### src/rtl/alu_pkg.sv
`default_nettype none
// +--------------------------------------------------------------------------+
// | alu_pkg : opcodes, opcode type and FSM states for alu_iter (ALU_MUL_EN)   |
// | Revision: 1.0                                                            |
// +--------------------------------------------------------------------------+
package alu_pkg;

    typedef logic [5:0] opcode_t;

    localparam opcode_t OP_ADD = 6'd0;
    localparam opcode_t OP_SUB = 6'd1;
    localparam opcode_t OP_AND = 6'd2;
    localparam opcode_t OP_OR  = 6'd3;
    localparam opcode_t OP_XOR = 6'd4;
    localparam opcode_t OP_SHL = 6'd5;
    localparam opcode_t OP_SHR = 6'd6;
    localparam opcode_t OP_MUL = 6'd7;
    localparam opcode_t OP_MV  = 6'd63;

    typedef enum logic [1:0] {
        ST_IDLE  = 2'd0,
        ST_SHIFT = 2'd1,
        ST_DONE  = 2'd2
`ifdef ALU_MUL_EN
        , ST_MUL = 2'd3
`endif
    } state_t;

endpackage
`default_nettype wire

### src/rtl/alu_mul_iter.sv
`default_nettype none
// +--------------------------------------------------------------------------+
// | alu_mul_iter : WIDTH-step shift-add unsigned multiplier, go/busy/ready    |
// | Revision: 1.0                                                            |
// +--------------------------------------------------------------------------+
module alu_mul_iter #(
    parameter int WIDTH = 16
) (
    input  logic                 clk,
    input  logic                 rst_n,
    input  logic                 go,
    input  logic [WIDTH-1:0]     a,
    input  logic [WIDTH-1:0]     b,
    output logic                 busy,
    output logic                 ready,
    output logic [2*WIDTH-1:0]   product
);
    localparam int CW = $clog2(WIDTH + 1);

    logic [2*WIDTH-1:0] p_q, p_d, p_step;
    logic [WIDTH-1:0]   a_q, a_d;
    logic [CW-1:0]      cnt_q, cnt_d;
    logic               busy_q, busy_d;
    logic [WIDTH:0]     step_sum;

    // Low half starts as the multiplier and is consumed LSB-first as the
    // partial product shifts in from the top.
    always_comb begin
        step_sum = {1'b0, p_q[2*WIDTH-1:WIDTH]} + (p_q[0] ? {1'b0, a_q} : '0);
        p_step   = {step_sum, p_q[WIDTH-1:1]};
        p_d      = p_q;
        a_d      = a_q;
        cnt_d    = cnt_q;
        busy_d   = busy_q;
        if (go) begin
            p_d    = {{WIDTH{1'b0}}, b};
            a_d    = a;
            cnt_d  = CW'(WIDTH);
            busy_d = 1'b1;
        end else if (busy_q) begin
            p_d   = p_step;
            cnt_d = cnt_q - CW'(1);
            if (cnt_q == CW'(1)) begin
                busy_d = 1'b0;
            end
        end
    end

    always_ff @(posedge clk or negedge rst_n) begin
        if (!rst_n) begin
            p_q    <= '0;
            a_q    <= '0;
            cnt_q  <= '0;
            busy_q <= 1'b0;
        end else begin
            p_q    <= p_d;
            a_q    <= a_d;
            cnt_q  <= cnt_d;
            busy_q <= busy_d;
        end
    end

    // ready flags the final step so the caller can capture the product on
    // the same edge that completes it.
    assign busy    = busy_q;
    assign ready   = busy_q && (cnt_q == CW'(1));
    assign product = p_step;

endmodule
`default_nettype wire

### src/rtl/alu_iter.sv
`default_nettype none
// +--------------------------------------------------------------------------+
// | alu_iter : registered multi-cycle ALU with start/busy/done (ALU_MUL_EN)   |
// | Revision: 1.0                                                            |
// +--------------------------------------------------------------------------+
module alu_iter
    import alu_pkg::*;
#(
    parameter int WIDTH = 16,
    parameter int SHW   = $clog2(WIDTH)
) (
    input  logic             clk,
    input  logic             rst_n,
    input  logic             start,
    input  opcode_t          op,
    input  logic [WIDTH-1:0] in1,
    input  logic [WIDTH-1:0] in2,
    output logic             busy,
    output logic             done,
    output logic [WIDTH-1:0] out,
    output logic             cFlag,
    output logic             zFlag,
    output logic             nFlag
);
    state_t             state_q, state_d;
    logic               busy_q, busy_d, done_q, done_d;
    logic [WIDTH-1:0]   out_q, out_d, shreg_q, shreg_d, shifted;
    logic [SHW-1:0]     cnt_q, cnt_d, amount;
    logic               shr_q, shr_d, c_q, c_d, z_q, z_d, n_q, n_d, is_sub;
    logic [WIDTH:0]     sum;

`ifdef ALU_MUL_EN
    logic               mul_go, mul_busy, mul_ready;
    logic [2*WIDTH-1:0] mul_prod;

    alu_mul_iter #(.WIDTH(WIDTH)) u_mul (
        .clk     (clk),
        .rst_n   (rst_n),
        .go      (mul_go),
        .a       (in1),
        .b       (in2),
        .busy    (mul_busy),
        .ready   (mul_ready),
        .product (mul_prod)
    );
`endif

    always_comb begin
        is_sub  = (op == OP_SUB);
        sum     = {1'b0, in1} + {1'b0, is_sub ? ~in2 : in2} + {{WIDTH{1'b0}}, is_sub};
        shifted = shr_q ? (shreg_q >> 1) : (shreg_q << 1);
        amount  = in2[SHW-1:0];
        state_d = state_q;
        busy_d  = busy_q;
        out_d   = out_q;
        shreg_d = shreg_q;
        cnt_d   = cnt_q;
        shr_d   = shr_q;
        c_d     = c_q;
        z_d     = z_q;
        n_d     = n_q;
`ifdef ALU_MUL_EN
        mul_go  = 1'b0;
`endif
        case (state_q)
            ST_IDLE: begin
                if (start) begin
                    busy_d  = 1'b1;
                    state_d = ST_DONE;
                    case (op)
                        OP_ADD, OP_SUB: begin
                            out_d = sum[WIDTH-1:0];
                            c_d   = sum[WIDTH];
                            z_d   = (sum[WIDTH-1:0] == '0);
                            n_d   = sum[WIDTH-1];
                        end
                        OP_AND: out_d = in1 & in2;
                        OP_OR:  out_d = in1 | in2;
                        OP_XOR: out_d = in1 ^ in2;
                        OP_MV:  out_d = in1;
                        OP_SHL, OP_SHR: begin
                            if (amount == '0) begin
                                out_d = in1;
                            end else begin
                                shreg_d = in1;
                                cnt_d   = amount;
                                shr_d   = (op == OP_SHR);
                                state_d = ST_SHIFT;
                            end
                        end
`ifdef ALU_MUL_EN
                        OP_MUL: begin
                            mul_go  = 1'b1;
                            state_d = ST_MUL;
                        end
`endif
                        default: out_d = '0;
                    endcase
                end
            end
            // The last shift lands directly in out so DONE needs no extra cycle.
            ST_SHIFT: begin
                if (cnt_q == SHW'(1)) begin
                    out_d   = shifted;
                    state_d = ST_DONE;
                end else begin
                    shreg_d = shifted;
                    cnt_d   = cnt_q - SHW'(1);
                end
            end
`ifdef ALU_MUL_EN
            ST_MUL: begin
                if (mul_busy && mul_ready) begin
                    out_d   = mul_prod[WIDTH-1:0];
                    c_d     = |mul_prod[2*WIDTH-1:WIDTH];
                    z_d     = (mul_prod[WIDTH-1:0] == '0);
                    n_d     = mul_prod[WIDTH-1];
                    state_d = ST_DONE;
                end
            end
`endif
            ST_DONE: begin
                busy_d  = 1'b0;
                state_d = ST_IDLE;
            end
            default: begin
                busy_d  = 1'b0;
                state_d = ST_IDLE;
            end
        endcase
        done_d = (state_d == ST_DONE);
    end

    always_ff @(posedge clk or negedge rst_n) begin
        if (!rst_n) begin
            state_q <= ST_IDLE;
            busy_q  <= 1'b0;
            done_q  <= 1'b0;
            out_q   <= '0;
            shreg_q <= '0;
            cnt_q   <= '0;
            shr_q   <= 1'b0;
            c_q     <= 1'b0;
            z_q     <= 1'b0;
            n_q     <= 1'b0;
        end else begin
            state_q <= state_d;
            busy_q  <= busy_d;
            done_q  <= done_d;
            out_q   <= out_d;
            shreg_q <= shreg_d;
            cnt_q   <= cnt_d;
            shr_q   <= shr_d;
            c_q     <= c_d;
            z_q     <= z_d;
            n_q     <= n_d;
        end
    end

    assign busy  = busy_q;
    assign done  = done_q;
    assign out   = out_q;
    assign cFlag = c_q;
    assign zFlag = z_q;
    assign nFlag = n_q;

endmodule
`default_nettype wire

### config.mk
export PLATFORM = sky130hd
export DESIGN_NAME = alu_iter
export DESIGN_NICKNAME = d
export VERILOG_FILES = /design/src/rtl/alu_pkg.sv /design/src/rtl/alu_mul_iter.sv /design/src/rtl/alu_iter.sv
export SDC_FILE = /design/constraint.sdc
export NUM_CORES = 1
export LEC_CHECK = 0
export ABC_AREA = 1
export CORE_MARGIN = 2
export CORE_UTILIZATION = 52
export CTS_CLUSTER_SIZE = 25
export DETAILED_ROUTE_END_ITERATION = 6
export GPL_TIMING_DRIVEN = 0
export PLACE_DENSITY_LB_ADDON = 0.3
export SYNTH_ARGS = -nofsm -noshare
export SYNTH_HDL_FRONTEND = slang
export SYNTH_SLANG_ARGS = --single-unit
### constraint.sdc
create_clock -name clk -period 1.8 [get_ports clk]
set_input_delay 0.36 -clock clk [delete_from_list [all_inputs] [get_ports clk]]
set_output_delay 0.36 -clock clk [all_outputs]
set_load 0.01 [all_outputs]
==> reports/results.txt <==
The die area was 0.00881 mm²; the critical-path maximum fanout was 4. The cell count of the worst reg-to-reg path is 10, and the placer's final routability congestion estimate is 0.975. Entering global routing, the biggest net connects 41 pins.

In this run the power density over the cells is 649 mW/mm². Setup total negative slack on the finished layout was measured at -10,650 ps. The clock reaches the later pin of the worst-skew pair after 300 ps. Data arrives at the worst endpoint at 2830 ps. For the pin with the worst max-slew slack, the measured transition is 501 ps. The launching instance or port of the critical path is op[2]. The final critical-path required period was 2610 ps.

The horizontal die dimension is 93.8 µm. The flow ran to the end, but the final reports show violations. The floorplan die height came out at 93.8 µm. Clock root buffer master: clkbuf_8.

The number of pins with negative max-slew slack in the final report was 0. Hold is met by 412 ps. TritonCTS built the clock tree. IR analysis of the VDD net gives a maximum drop of 0.345 mV. The final reports fail on setup timing. After technology mapping, the gate count stands at 592. The final critical-path share of the clock period is 145%, and the per-cell routed wire length is 21.2 µm.

The post-route non-filler standard cell count is 813, and the post-synthesis register bit count is 44. Share of post-route cells with drive strength above 1: 31.6%. The longest clock path from root to sink contains 2 buffers.

For the maximum clock frequency, the log shows 0.383 GHz. The logs give 0 for the number of warnings printed during yosys synthesis and 0 for the count of max-cap constraint violations. The number of placed instances with taps included is 756. The via count of the first global-routing pass was 4,559. Type of the most critical hold path: in -> async. In this run the worst setup path terminates at cFlag. The maximum level of the CTS H-tree came out at 2. The synthesized net count came out at 684.

The capturing point of the worst reg2reg path was zFlag. The number of nets with antenna violations after detailed routing is 0. After clock tree synthesis, the clock-pin slew on the worst setup and hold paths is 80 ps. The critical path in this run is classified as in -> reg. The first detailed-routing pass took 7 iterations. The global-route wire length before repair is 21.9 mm, and the mean number of vias per cell is 6.30. In this run the register-to-register setup slack is -150 ps.

The initialized floorplan defines 32 standard-cell rows. Counting the buffers created by CTS gives 5. Clock skew after layout: 4.37 ps. Setup repair after global routing could not meet its margin everywhere. The critical path launch point type is an input port. Once the floorplan was initialized, standard cells occupied 54.0% of the core. Boundary pin count: 62. The startpoint identified for the worst register-to-register timing path is state_q[1]. Worst slew margin relative to its limit: 66.6%. Sink count of the clock tree: 44.

For the worst setup path, the data required time is 2020 ps. The run gives 0 as the number of antenna violations at the first check in global routing. The post-synthesis cell area was 0.00420 mm². For the share of the yosys chip area belonging to registers, the log shows 26.2%. The count of unique library cells instantiated by Yosys came out at 46. The total of buffers placed on input and output ports was 61; the number of design rule violations left after detail routing was 0. Relative to the synthesized area, the layout overhead comes to 53.2%.

The detailed router placed 5,118 vias in this run. The placeable core area is 0.00777 mm², and the antenna diode instance count is 0. At the placement stage, the worst setup path has a slack of -1520 ps. STA classifies the critical path endpoint as a flop. The tools report the overall routed net length as 17.3 mm. For this block, the initial DRC count from the detailed router was 576.

Summed over all nets, the half-perimeter wirelength after detailed placement is 9.68 mm. In this run the mean area of a mapped cell was 7.09 µm². For the global-route total usage across every layer, the log shows 31.5%.

The run gives -813 ps as the post-route worst setup slack. In this run the static leakage power is 2.92 nW. Setup violations remaining at the end of the flow were counted as 19.

The leftover overflow at the end of global routing is 0. The logs give 0 for the hold violation count in the final report and 802 for the number of nets in the layout.
-- placed cells by master (no fill, tap or decap), drive strengths merged --
cell	synthesis	final
a221oi	10	10
nor4	1	1
a21boi	2	2
a41o	1	1
and2	1	1
nor2	78	78
nand2	120	120
dlygate4sd2	0	8
clkdlybuf4s50	0	44
o22ai	12	12
buf	13	65
dfrtp	44	44
fa	1	1
nand3b	2	2
xor2	21	21
a31oi	8	8
o211ai	5	5
nor3	4	4
clkinvlp	0	1
a22oi	11	11
o2111ai	2	2
ha	50	50
clkbuf	5	16
dlymetal6s2s	0	2
inv	82	83
o21bai	1	1
a21o	2	2
nand4	4	4
or2	1	1
xnor2	1	1
a21oi	28	28
nand3	19	19
and3	1	1
o31ai	2	2
o21ai	57	57
o21a	1	1
dlygate4sd3	0	1
o2bb2ai	1	1
-- final cells by class --
cell class,count,area (µm²)
flip-flops and latches,44,1100
clock buffers,7,86.3
clock inverters,1,7.51
inverters,83,317
plain buffers,18,145
fillers,431,1340
repair buffers,111,1110
well taps,102,128
multi-input cells,447,3530
-- critical path, stage by stage --
cell and delay (ps):
buf_6 110, nor2_4 140, nand3_4 110, buf_4 160, buf_6 110, xor2_2 150
ha_4 320, nand2_1 60, nand2_1 90, nand2_2 100, o21ai_4 150, nand4_1 170
a21boi_2 300, buf_4 160, buf_4 100, nand2_2 60, a31oi_1 190
-- kinds of logic after synthesis --
| logic type | Yosys count | synth area share, % |
|---|---|---|
| and+or+nand+nor | 231 | 23.3 |
| AOI/OAI and AO/OA | 143 | 20.6 |
| buffers and inverters | 101 | 9.84 |
| adders and majority gates | 51 | 15.4 |
| DFF | 44 | 26.2 |
| xor gates and xnor gates | 22 | 4.59 |
-- worst min-delay path by stage --
stage | startpoint | endpoint | slack (ps) | cells after the start
final | rst_n | cnt_q[0] | 410 | 2
after global routing | rst_n | cnt_q[3] | 430 | 2
after CTS | rst_n | cnt_q[0] | 410 | 2
after detailed placement | rst_n | cnt_q[3] | 190 | 1
after global placement | out[0] | out[0] | 470 | 2
after floorplan | rst_n | busy | 60 | 0
-- cell usage after synthesis, drive strengths merged --
cell / instances / area share [%]
a41o: 1 / 0.24
a21o: 2 / 0.36
o31ai: 2 / 0.36
xnor2: 1 / 0.21
nor2: 78 / 7.3
or2: 1 / 0.21
xor2: 21 / 4.4
inv: 82 / 7.3
nand3b: 2 / 0.36
a21boi: 2 / 0.45
clkbuf: 5 / 0.45
a31oi: 8 / 1.2
o21a: 1 / 0.36
o2111ai: 2 / 0.42
o21bai: 1 / 0.18
nor4: 1 / 0.15
dfrtp: 44 / 26
ha: 50 / 15
buf: 13 / 2.0
o22ai: 12 / 1.8
and2: 1 / 0.15
nand2: 120 / 11
a221oi: 10 / 2.1
nor3: 4 / 0.60
o2bb2ai: 1 / 0.21
nand3: 19 / 2.7
nand4: 4 / 0.60
fa: 1 / 0.48
clkinv: 1 / 0.089
o211ai: 5 / 0.89
a22oi: 11 / 2.0
a21oi: 28 / 3.3
o21ai: 57 / 6.8
and3: 1 / 0.15
-- layer usage --
metal,vias to the layer above,wire length (µm),track usage (%)
li1,2191,-,-
met1,2362,6280,40.9
met2,441,8210,52.7
met3,124,1700,3.85
met4,0,1070,13.5
met5,-,0,0
-- repair_timing --
action                                 in CTS  in global routing
pin swaps                                  45                 69
setup buffers                              27                 18
setup endpoints to repair                  42                 38
gates resized for setup                    99                138
endpoints found under the hold margin       4                  0
gates cloned                                1                  2
hold buffers                                1                  0
-- sequential cells by signal, summed over array words and instances, names as in the netlist --
name     flops
nFlag        1
cFlag        1
done         1
out         16
zFlag        1
state_q      2
cnt_q        4
busy         1
shreg_q     16
shr_q        1
-- stage by stage --
stage / total power [mW] / utilization [%] / instance area [µm²]
2_1_floorplan: 2.33 / - / 4260
3_3_place_gp: 2.84 / 64.3 / 4990
3_5_place_dp: 2.91 / 64.5 / 5010
4_1_cts: 3.69 / 71.6 / 5560
5_1_grt: 4.38 / 82.8 / 6430
6_report: 4.17 / 82.8 / 6430
-- report_power, final --
group          internal [mW]  switching (mW)
clock network          0.312           0.336
logic                  0.878            1.17
registers               1.30           0.180
total                   2.49            1.69
Power figures use the tool's default switching activity.
